$ cat config.mk
export PLATFORM = sky130hd
export DESIGN_NAME = calc_engine
export DESIGN_NICKNAME = d
export VERILOG_FILES = /design/src/rtl/calc_pkg.sv /design/src/rtl/key_debounce.sv /design/src/rtl/calc_engine.sv
export SDC_FILE = /design/constraint.sdc
export NUM_CORES = 1
export LEC_CHECK = 0
export CORE_ASPECT_RATIO = 0.9
export CORE_MARGIN = 8
export CORE_UTILIZATION = 35
export CTS_BUF_LIST = sky130_fd_sc_hd__clkbuf_4 sky130_fd_sc_hd__clkbuf_8
export CTS_CLUSTER_DIAMETER = 150
export DETAILED_ROUTE_END_ITERATION = 10
export GPL_TIMING_DRIVEN = 0
export PLACE_DENSITY_LB_ADDON = 0.25
export SETUP_SLACK_MARGIN = 0.1
export SLEW_MARGIN = 25
export SYNTH_ARGS = -nofsm -noshare
export SYNTH_HDL_FRONTEND = slang
export SYNTH_SLANG_ARGS = --single-unit
$ cat constraint.sdc
create_clock -name CLK -period 7.5 [get_ports CLK]
set_input_delay 1.125 -clock CLK [delete_from_list [all_inputs] [get_ports CLK]]
set_output_delay 1.125 -clock CLK [all_outputs]
set_load 0.05 [all_outputs]
$ cat src/rtl/calc_pkg.sv
// Shared encodings for the sequential calculator core: modes, per-mode
// operation codes, FSM states and the multi-cycle operation classifier.
package calc_pkg;

  localparam logic [1:0] MODE_ARITH = 2'd0;
  localparam logic [1:0] MODE_LOGIC = 2'd1;
  localparam logic [1:0] MODE_CMP   = 2'd2;
  localparam logic [1:0] MODE_RSVD  = 2'd3;

  localparam logic [1:0] OP_ADD = 2'b00;
  localparam logic [1:0] OP_SUB = 2'b01;
  localparam logic [1:0] OP_MUL = 2'b10;
  localparam logic [1:0] OP_DIV = 2'b11;

  localparam logic [1:0] OP_AND = 2'b00;
  localparam logic [1:0] OP_OR  = 2'b01;
  localparam logic [1:0] OP_XOR = 2'b10;
  localparam logic [1:0] OP_NOT = 2'b11;

  localparam logic [1:0] OP_EQ  = 2'b00;
  localparam logic [1:0] OP_GT  = 2'b01;
  localparam logic [1:0] OP_LT  = 2'b10;
  localparam logic [1:0] OP_MAX = 2'b11;

  typedef enum logic [1:0] {
    IDLE = 2'd0,
    CALC = 2'd1,
    FIN  = 2'd2
  } state_e;

  // Multiply and non-zero divide iterate one bit per cycle; everything else is single-cycle.
  function automatic logic is_iter(input logic [1:0] mode, input logic [1:0] op,
                                   input logic y_zero);
    return (mode == MODE_ARITH) && ((op == OP_MUL) || ((op == OP_DIV) && !y_zero));
  endfunction

endpackage

$ cat src/rtl/key_debounce.sv
// Active-low push-button conditioner: two-flop synchroniser, stability
// counter, and a one-cycle pulse on each accepted press (1 -> 0).
module key_debounce #(
  parameter int DEBOUNCE_CYCLES = 50000
) (
  input  logic clk,
  input  logic rst_n,
  input  logic key_n,
  output logic press
);

  localparam int CNT_W = $clog2(DEBOUNCE_CYCLES + 1);

  logic [1:0]       sync_q, sync_d;
  logic             level_q, level_d;
  logic [CNT_W-1:0] cnt_q, cnt_d;
  logic             press_q, press_d;

  always_comb begin
    // NOTE: every output of this block gets a default first so no path can infer a latch.
    sync_d  = {sync_q[0], key_n};
    level_d = level_q;
    cnt_d   = '0;
    press_d = 1'b0;
    if (sync_q[1] != level_q) begin
      if (cnt_q == CNT_W'(DEBOUNCE_CYCLES - 1)) begin
        level_d = sync_q[1];
        press_d = ~sync_q[1];
      end else begin
        cnt_d = cnt_q + CNT_W'(1);
      end
    end
  end

  // Released (high) is the idle level, so the chain resets to 1 to avoid a phantom press.
  always_ff @(posedge clk or negedge rst_n) begin
    // NOTE: state updates use non-blocking assignments so every flop samples pre-edge values.
    if (!rst_n) begin
      sync_q  <= 2'b11;
      level_q <= 1'b1;
      cnt_q   <= '0;
      press_q <= 1'b0;
    end else begin
      sync_q  <= sync_d;
      level_q <= level_d;
      cnt_q   <= cnt_d;
      press_q <= press_d;
    end
  end

  assign press = press_q;

endmodule

$ cat src/rtl/calc_engine.sv
// Sequential calculator core: debounced mode stepping plus an IDLE/CALC/FIN
// FSM running single-cycle ops and shift-add multiply / restoring divide.
module calc_engine
  import calc_pkg::*;
#(
  parameter int WIDTH           = 4,
  parameter int DEBOUNCE_CYCLES = 50000
) (
  input  logic               CLK,
  input  logic               RST_N,
  input  logic               KEY_MODE,
  input  logic [WIDTH-1:0]   X,
  input  logic [WIDTH-1:0]   Y,
  input  logic [1:0]         OPERATION,
  input  logic               START,
  output logic [1:0]         MODE,
  output logic               BUSY,
  output logic               DONE,
  output logic [2*WIDTH-1:0] RESULT,
  output logic               OVERFLOW,
  output logic               DIV_ZERO
);

  localparam int W  = WIDTH;
  localparam int RW = 2 * WIDTH;

  logic          key_press;
  state_e        state_q, state_d;
  logic [1:0]    mode_q, mode_d;
  logic [1:0]    mode_lat_q, mode_lat_d;
  logic [1:0]    op_q, op_d;
  logic [W-1:0]  x_q, x_d, y_q, y_d;
  logic [W-1:0]  cnt_q, cnt_d;
  logic [RW-1:0] acc_q, acc_d;
  logic [RW-1:0] result_q, result_d;
  logic          busy_q, busy_d, done_q, done_d, ovf_q, ovf_d, dz_q, dz_d;

  logic [W:0]    xe, ye, sum_ext, dif_ext;
  logic [RW-1:0] single_res;
  logic          single_ovf, single_dz, iter_op;
  logic [W:0]    mul_sum, div_t, div_diff;

  key_debounce #(.DEBOUNCE_CYCLES(DEBOUNCE_CYCLES)) u_key (
    .clk   (CLK),
    .rst_n (RST_N),
    .key_n (KEY_MODE),
    .press (key_press)
  );

  // Single-cycle results from the latched operands; still valid during FIN.
  always_comb begin
    xe         = {x_q[W-1], x_q};
    ye         = {y_q[W-1], y_q};
    sum_ext    = xe + ye;
    dif_ext    = xe + ~ye + (W+1)'(1);
    single_res = '0;
    single_ovf = 1'b0;
    single_dz  = 1'b0;
    case (mode_lat_q)
      MODE_ARITH: begin
        case (op_q)
          OP_ADD: begin
            single_res = {{(W-1){sum_ext[W]}}, sum_ext};
            single_ovf = sum_ext[W] ^ sum_ext[W-1];
          end
          OP_SUB: begin
            single_res = {{(W-1){dif_ext[W]}}, dif_ext};
            single_ovf = dif_ext[W] ^ dif_ext[W-1];
          end
          OP_DIV: begin
            single_dz  = (y_q == '0);
            single_res = '1;
          end
          default: single_res = '0;
        endcase
      end
      MODE_LOGIC: begin
        case (op_q)
          OP_AND:  single_res = {{W{1'b0}}, x_q & y_q};
          OP_OR:   single_res = {{W{1'b0}}, x_q | y_q};
          OP_XOR:  single_res = {{W{1'b0}}, x_q ^ y_q};
          default: single_res = {{W{1'b0}}, ~x_q};
        endcase
      end
      MODE_CMP: begin
        case (op_q)
          OP_EQ:   single_res = {{(RW-1){1'b0}}, x_q == y_q};
          OP_GT:   single_res = {{(RW-1){1'b0}}, x_q > y_q};
          OP_LT:   single_res = {{(RW-1){1'b0}}, x_q < y_q};
          default: single_res = {{W{1'b0}}, (x_q > y_q) ? x_q : y_q};
        endcase
      end
      MODE_RSVD: single_res = '0;
      default:   single_res = '0;
    endcase
  end

  always_comb begin
    state_d    = state_q;
    mode_d     = key_press ? mode_q + 2'd1 : mode_q;
    mode_lat_d = mode_lat_q;
    op_d       = op_q;
    x_d        = x_q;
    y_d        = y_q;
    cnt_d      = cnt_q;
    acc_d      = acc_q;
    result_d   = result_q;
    busy_d     = busy_q;
    done_d     = 1'b0;
    ovf_d      = ovf_q;
    dz_d       = dz_q;

    iter_op  = is_iter(mode_lat_q, op_q, y_q == '0);
    mul_sum  = {1'b0, acc_q[RW-1:W]} + (acc_q[0] ? {1'b0, x_q} : '0);
    div_t    = {acc_q[RW-1:W], acc_q[W-1]};
    div_diff = div_t - {1'b0, y_q};

    case (state_q)
      IDLE: begin
        if (START) begin
          x_d        = X;
          y_d        = Y;
          mode_lat_d = mode_q;
          op_d       = OPERATION;
          cnt_d      = '0;
          // Multiply shifts Y out of the low half; divide shifts X in as the dividend.
          acc_d      = (OPERATION == OP_DIV) ? {{W{1'b0}}, X} : {{W{1'b0}}, Y};
          busy_d     = 1'b1;
          state_d    = CALC;
        end
      end
      CALC: begin
        if (iter_op) begin
          if (op_q == OP_MUL) begin
            acc_d = {mul_sum, acc_q[W-1:1]};
          end else if (div_t >= {1'b0, y_q}) begin
            acc_d = {div_diff[W-1:0], acc_q[W-2:0], 1'b1};
          end else begin
            acc_d = {div_t[W-1:0], acc_q[W-2:0], 1'b0};
          end
          if (cnt_q == W'(W - 1)) begin
            busy_d  = 1'b0;
            state_d = FIN;
          end else begin
            cnt_d = cnt_q + W'(1);
          end
        end else begin
          busy_d  = 1'b0;
          state_d = FIN;
        end
      end
      FIN: begin
        result_d = iter_op ? acc_q : single_res;
        ovf_d    = single_ovf;
        dz_d     = single_dz;
        done_d   = 1'b1;
        state_d  = IDLE;
      end
      default: state_d = IDLE;
    endcase
  end

  always_ff @(posedge CLK or negedge RST_N) begin
    if (!RST_N) begin
      state_q    <= IDLE;
      mode_q     <= MODE_ARITH;
      mode_lat_q <= MODE_ARITH;
      op_q       <= '0;
      x_q        <= '0;
      y_q        <= '0;
      cnt_q      <= '0;
      acc_q      <= '0;
      result_q   <= '0;
      busy_q     <= 1'b0;
      done_q     <= 1'b0;
      ovf_q      <= 1'b0;
      dz_q       <= 1'b0;
    end else begin
      state_q    <= state_d;
      mode_q     <= mode_d;
      mode_lat_q <= mode_lat_d;
      op_q       <= op_d;
      x_q        <= x_d;
      y_q        <= y_d;
      cnt_q      <= cnt_d;
      acc_q      <= acc_d;
      result_q   <= result_d;
      busy_q     <= busy_d;
      done_q     <= done_d;
      ovf_q      <= ovf_d;
      dz_q       <= dz_d;
    end
  end

  assign MODE     = mode_q;
  assign BUSY     = busy_q;
  assign DONE     = done_q;
  assign RESULT   = result_q;
  assign OVERFLOW = ovf_q;
  assign DIV_ZERO = dz_q;

endmodule

==> flow_metrics.tcl, run 1 <==
set metrics [dict create \
    cts_sinks 60 \
    wl_um 9730 \
    max_slew_margin 0.558 \
    cap_violations 0 \
    p_leak_nw 1.98 \
    grtUsageTotal 0.143 \
    yosysWarnings 0 \
    core_area_um2 10700 \
    num_io_pins 28 \
    avgViaCountPerCell 5.40 \
    synth_edf_count 0 \
    ant_nets 0 \
    cts_tree "yes" \
    p_int_mw 1.06 \
    firstDrtPassIters 8 \
    cts_root_buffer "clkbuf_8" \
    area_growth_pct 17.9 \
    rows 36 \
    cts_resized 0 \
    post-cts-setup-buffers 0 \
    synth.cell_area_um2 3780 \
    ys.flop_type "dfrtp_1" \
    power.density_nw_per_um2 443 \
    final_max_slew_viol_count 0 \
    start_util 0.354 \
    cp_data_arrival_time_ns 2.99 \
    worst-slew-pin-transition_ns 0.660 \
    drive_gt1_frac 0.0899 \
    grt_pass1_wl_um 16200 \
    cp_max_fo 4 \
    port_buffers 27 \
    drcViolationCount 0 \
    p_sw_frac 0.462 \
    wl_per_cell_um 16.8 \
    grt_start_max_net_pins 52 \
    fp.dieW_um 126 \
    max_freq_ghz 0.358 \
    combPwrFrac 0.575 \
    postSynthCellCount 401 \
    p_seq_frac 0.262 \
    ir_drop_mv 0.121 \
    crit_type "flop to flop" \
    antenna_found_initial 0 \
    drt_iter0_markers 213 \
    period_minus_slack_ns 2.79 \
    instances_no_fill 578 \
    cts.reportedPaths.clkPinSlew_ns 0.07 \
    place_congestion 0.856 \
    crit_required_ns 7.70 \
    hold_buffers 0 \
    placed_cells 562 \
    clock_latency_ns 0.35 \
    n_antenna_cell 0 \
    numCtsBuffers 9 \
    fin_crit_sh 0.372 \
    overflow 0 \
    dp_hpwl_um 7300 \
    vias 3121 \
    synthArstFlopShare 1.00 \
    clock_path_buffers 2 \
    cp-end-kind "flop" \
    synth_area_per_cell_um2 9.43 \
    die_h_um 115 \
    skew_ns 0.0108 \
    hp-class "flop to flop" \
    dieArea_um2 14400 \
    tns_ns 0 \
    hold_viol_final 0 \
    p_clk_frac 0.164 \
    fin_nets 480 \
    ys_types 57 \
    rsz0062_at_grt "no" \
    seq_area_frac_synth 0.398 \
    outcome "complete, no violations" \
    ys_seq_elements 60 \
    power.switching_mw 0.913 \
    h-tree-depth 3 \
    synth_nets 441 \
    setup_viol 0 \
    grt_pass1_vias 3118 \
    start_kind "flop" \
]
[kinds of logic (layout without fill, tap and decap cells)]
kind of cell	after synthesis	count (layout)	share of synthesized area
AO/OA/AOI/OAI	83	83	0.151
multiplexers	18	18	0.0583
buffers and inverters	39	83	0.0420
adder cells (fa/ha/maj)	26	26	0.0940
AND/OR/NAND/NOR	151	151	0.197
flip-flops	60	60	0.398
XOR/XNOR	24	24	0.0593
[final timing paths]
path | start | endpoint | slack (ns) | cells past startpoint
worst min register to register | u_key.sync_q[0] | u_key.sync_q[1] | 0.36 | 0
worst min-delay path | u_key.sync_q[0] | u_key.sync_q[1] | 0.36 | 0
min in group asynchronous | RST_N | acc_q[7] | 0.61 | 1
worst max register to register | x_q[0] | RESULT[0] | 4.71 | 9
worst max-delay path | x_q[0] | RESULT[0] | 4.71 | 9
max in group asynchronous | RST_N | u_key.level_q | 6.35 | 2
[per-stage QoR]
stage	setup slack (ns)	utilization	power (mW)	hold slack [ns]	area [µm²]
6_report	4.71	0.418	1.98	0.356	4460
5_1_grt	4.61	0.418	2.12	0.365	4460
4_1_cts	4.77	0.418	1.97	0.357	4460
3_5_place_dp	4.69	0.397	1.64	0.347	4240
3_3_place_gp	3.31	0.395	1.62	0.347	4220
2_1_floorplan	5.14	-	1.33	0.345	3780
[synthesized netlist by cell type, types with 4 or more instances]
cell      number  area share
nand3_1       13       0.017
o21ai_1       12       0.016
nor2_1        39       0.039
o22ai_1        4      0.0066
o21ai_0       18       0.024
nand2_1       46       0.046
fa_1           4       0.021
xor2_1        15       0.035
nor2b_1       11       0.018
a21oi_1       16       0.021
clkbuf_1      12       0.012
nor3b_1        4      0.0079
and3_1         4      0.0066
and2_1         5      0.0083
a221oi_2       5       0.020
nor3_1         7      0.0093
xnor2_1        8       0.019
mux2i_1       13       0.034
dfrtp_1       57        0.38
inv_1         22       0.022
nand4_1        7       0.012
ha_1          22       0.073
[routing by layer]
layer	vias to the layer above	global-route usage	wire [µm]
met3	13	0.0391	613
met1	1504	0.191	4670
li1	1496	-	-
met2	108	0.218	4310
met4	0	0.0478	148
met5	-	0	0
[cell usage in the layout, fill, tap and decap left out, types with 13 or more instances in the layout]
master,n
a21oi_1,16
nand2_1,46
dfrtp_1,57
clkdlybuf4s50_1,26
inv_1,22
xor2_1,15
nand3_1,13
ha_1,22
nor2_1,39
mux2i_1,13
o21ai_0,18
[layout make-up]
type                            count  area, µm²
Buffer                             15       68.8
Clock buffer                       11        139
Clock inverter                      5       77.6
Fill cell                        1044       6220
Inverter                           24       90.1
Multi-Input combinational cell    302       2120
Sequential cell                    60       1510
Tap cell                          133        166
Timing Repair Buffer               28        295
[power by group through the flow]
stage / Sequential (mW) / Combinational (mW) / Clock [mW]
4_1_cts: 0.516 / 1.13 / 0.330
2_1_floorplan: 0.583 / 0.751 / 0
3_3_place_gp: 0.520 / 1.10 / 0
6_report: 0.517 / 1.14 / 0.323
3_5_place_dp: 0.522 / 1.12 / 0
5_1_grt: 0.529 / 1.25 / 0.345
[state kept, by name, summed over array words and instances, names as in the netlist]
name           count
BUSY               1
y_q                4
u_key.sync_q       2
u_key.level_q      1
state_q            2
u_key.cnt_q       16
cnt_q              4
RESULT             8
x_q                4
mode_lat_q         2
acc_q              8
DIV_ZERO           1
MODE               2
op_q               2
OVERFLOW           1
u_key.press        1
DONE               1
[critical path: stages, from the launching register on]
cell and delay, ns:
dfrtp_1 0.43, inv_1 0.16, ha_1 0.19, inv_1 0.06, fa_1 0.40, nor3b_2 0.20
o31ai_4 0.39, nor3_1 0.09, o41ai_1 0.57, a31oi_1 0.16
Power figures use the tool's default switching activity.
==> inputs of run 2 (changes only) <==
Clock period 7.5 ns to 2.9 ns, I/O delays scaled along.
==> flow_metrics.tcl, run 2 (synthesis results as in run 1) <==
set metrics [dict create \
    rsz0062_at_grt "no" \
    rows 36 \
    ant_nets 0 \
    tns_ns 0 \
    max_freq_ghz 0.383 \
    clock_path_buffers 2 \
    final_max_slew_viol_count 0 \
    period_minus_slack_ns 2.61 \
    min_from "u_key.sync_q[0]" \
    holdPathStages 0 \
    wl_um 9770 \
    cp-end-kind "flop" \
    cts_root_buffer "clkbuf_8" \
    final_cell_mix "dfrtp_1 (57), nand2_1 (46), nor2_1 (39)" \
    drt_iter0_markers 221 \
    numCtsBuffers 9 \
    total_power_mw 5.12 \
    hp-class "flop to flop" \
    port_buffers 27 \
    p_leak_nw 1.99 \
    power.density_nw_per_um2 1140 \
    placed_cells 562 \
    cts.reportedPaths.clkPinSlew_ns 0.07 \
    crit_path_top_delay_cell "dfrtp_1" \
    grt_pass1_wl_um 16200 \
    cp_max_fo 4 \
    hold_end "u_key.sync_q[1]" \
    drive_gt1_frac 0.0919 \
    num_io_pins 28 \
    worst-slew-pin-transition_ns 0.656 \
    crit_required_ns 3.11 \
    max_stage_delay_ns 0.43 \
    cap_violations 0 \
    r2r_end "RESULT[0]" \
    vias 3125 \
    grtUsageTotal 0.143 \
    cts_sinks 60 \
    n_antenna_cell 0 \
    die_h_um 115 \
    crit_type "flop to flop" \
    antenna_found_initial 0 \
    avgViaCountPerCell 5.40 \
    setup_viol 0 \
    instances_no_fill 579 \
    outcome "complete, no violations" \
    reg2regPathDepth 9 \
    mostFrequentLayoutCell "dfrtp_1" \
    hold_viol_final 0 \
    core_area_um2 10700 \
    fp.dieW_um 126 \
    start_kind "flop" \
    overflow 0 \
    crit_chain "inv_1 -> ha_1 -> inv_1 -> fa_1 -> nor3b_2 -> o31ai_4 -> nor3_1 -> o41ai_2 -> a31oi_1" \
    dp_hpwl_um 7300 \
    cts_tree "yes" \
    drcViolationCount 0 \
    crit_top_cell "inv_1" \
    r2r_setup_slack_ns 0.29 \
    firstDrtPassIters 7 \
    fin_crit_sh 0.901 \
    area_growth_pct 18.4 \
    largest_register "u_key.cnt_q" \
    place_congestion 0.856 \
    start_util 0.354 \
    largest_register_ffs 16 \
    timing.rr.start "x_q[0]" \
    grt_pass1_vias 3121 \
    nFillCells 1038 \
    wl_per_cell_um 16.9 \
    skew_ns 0.00798 \
    fin_nets 481 \
    clock_latency_ns 0.35 \
    grt_start_max_net_pins 52 \
    max_slew_margin 0.561 \
    cp_num_buf_inv 2 \
    critPathTopFamily "compound AO/OA/AOI/OAI gates" \
    cp_data_arrival_time_ns 2.83 \
    post-cts-setup-buffers 0 \
    fin_util 0.419 \
    ir_drop_mv 0.312 \
    dieArea_um2 14400 \
    h-tree-depth 3 \
]
[run 2: cell count changes in the layout (fill, tap and decap cells not counted), sizes merged]
cell	previous run	this run
dlygate4sd3	0	1
[run 2: worst reg2reg max path, delay by kind of cell (launching register included)]
kind	cells	cell delay, ns
DFF	1	0.43
buffers and inverters	2	0.22
adders and majority gates	2	0.59
AOI/OAI and AO/OA	3	0.94
and+or+nand+nor	2	0.31
[run 2: report_power, final]
part	internal (mW)	switching, mW
clock network	0.500	0.339
logic	1.19	1.76
registers	1.06	0.277
total	2.75	2.37
[run 2: worst max-delay path by stage]
stage          cells past startpoint   start  slack [ns]        endpoint
6_report                           9  x_q[0]        0.29       RESULT[0]
4_1_cts                            9  x_q[0]        0.21       RESULT[0]
3_5_place_dp                       9  x_q[0]        0.23       RESULT[0]
3_3_place_gp                       1   RST_N       -0.60  u_key.cnt_q[0]
5_1_grt                            9  x_q[0]        0.17       RESULT[0]
2_1_floorplan                      9  x_q[0]        0.54        OVERFLOW
[run 2: layout make-up]
cell class,count,area (µm²),share of cell area
inverters,24,90.1,0.0201
multi-input cells,302,2120,0.474
clock buffers,11,139,0.0310
repair buffers,29,305,0.0682
plain buffers,15,68.8,0.0154
well taps,133,166,0.0372
flip-flops and latches,60,1510,0.336
clock inverters,5,77.6,0.0173
[run 2: repair_timing]
item	in CTS	in global routing
gates resized for setup	0	1
endpoints found under the setup margin	0	1
endpoints found under the hold margin	9	0
hold buffers	1	0
[run 2: layer usage]
| metal | part of all wire | vias to the layer above | track usage | wire [µm] |
|---|---|---|---|---|
| met3 | 0.062 | 13 | 0.0391 | 602 |
| met1 | 0.48 | 1531 | 0.191 | 4710 |
| met5 | 0 | - | 0 | 0 |
| met2 | 0.44 | 92 | 0.218 | 4310 |
| li1 | - | 1489 | - | - |
| met4 | 0.015 | 0 | 0.0478 | 144 |
[run 2: through the flow]
stage	hold slack, ns	setup WS, ns	cell area, µm²
after floorplan	0.139	0.537	3780
after global placement	0.347	-0.597	4220
after detailed placement	0.289	0.235	4240
after CTS	0.357	0.210	4470
after global routing	0.365	0.167	4480
final	0.356	0.286	4480
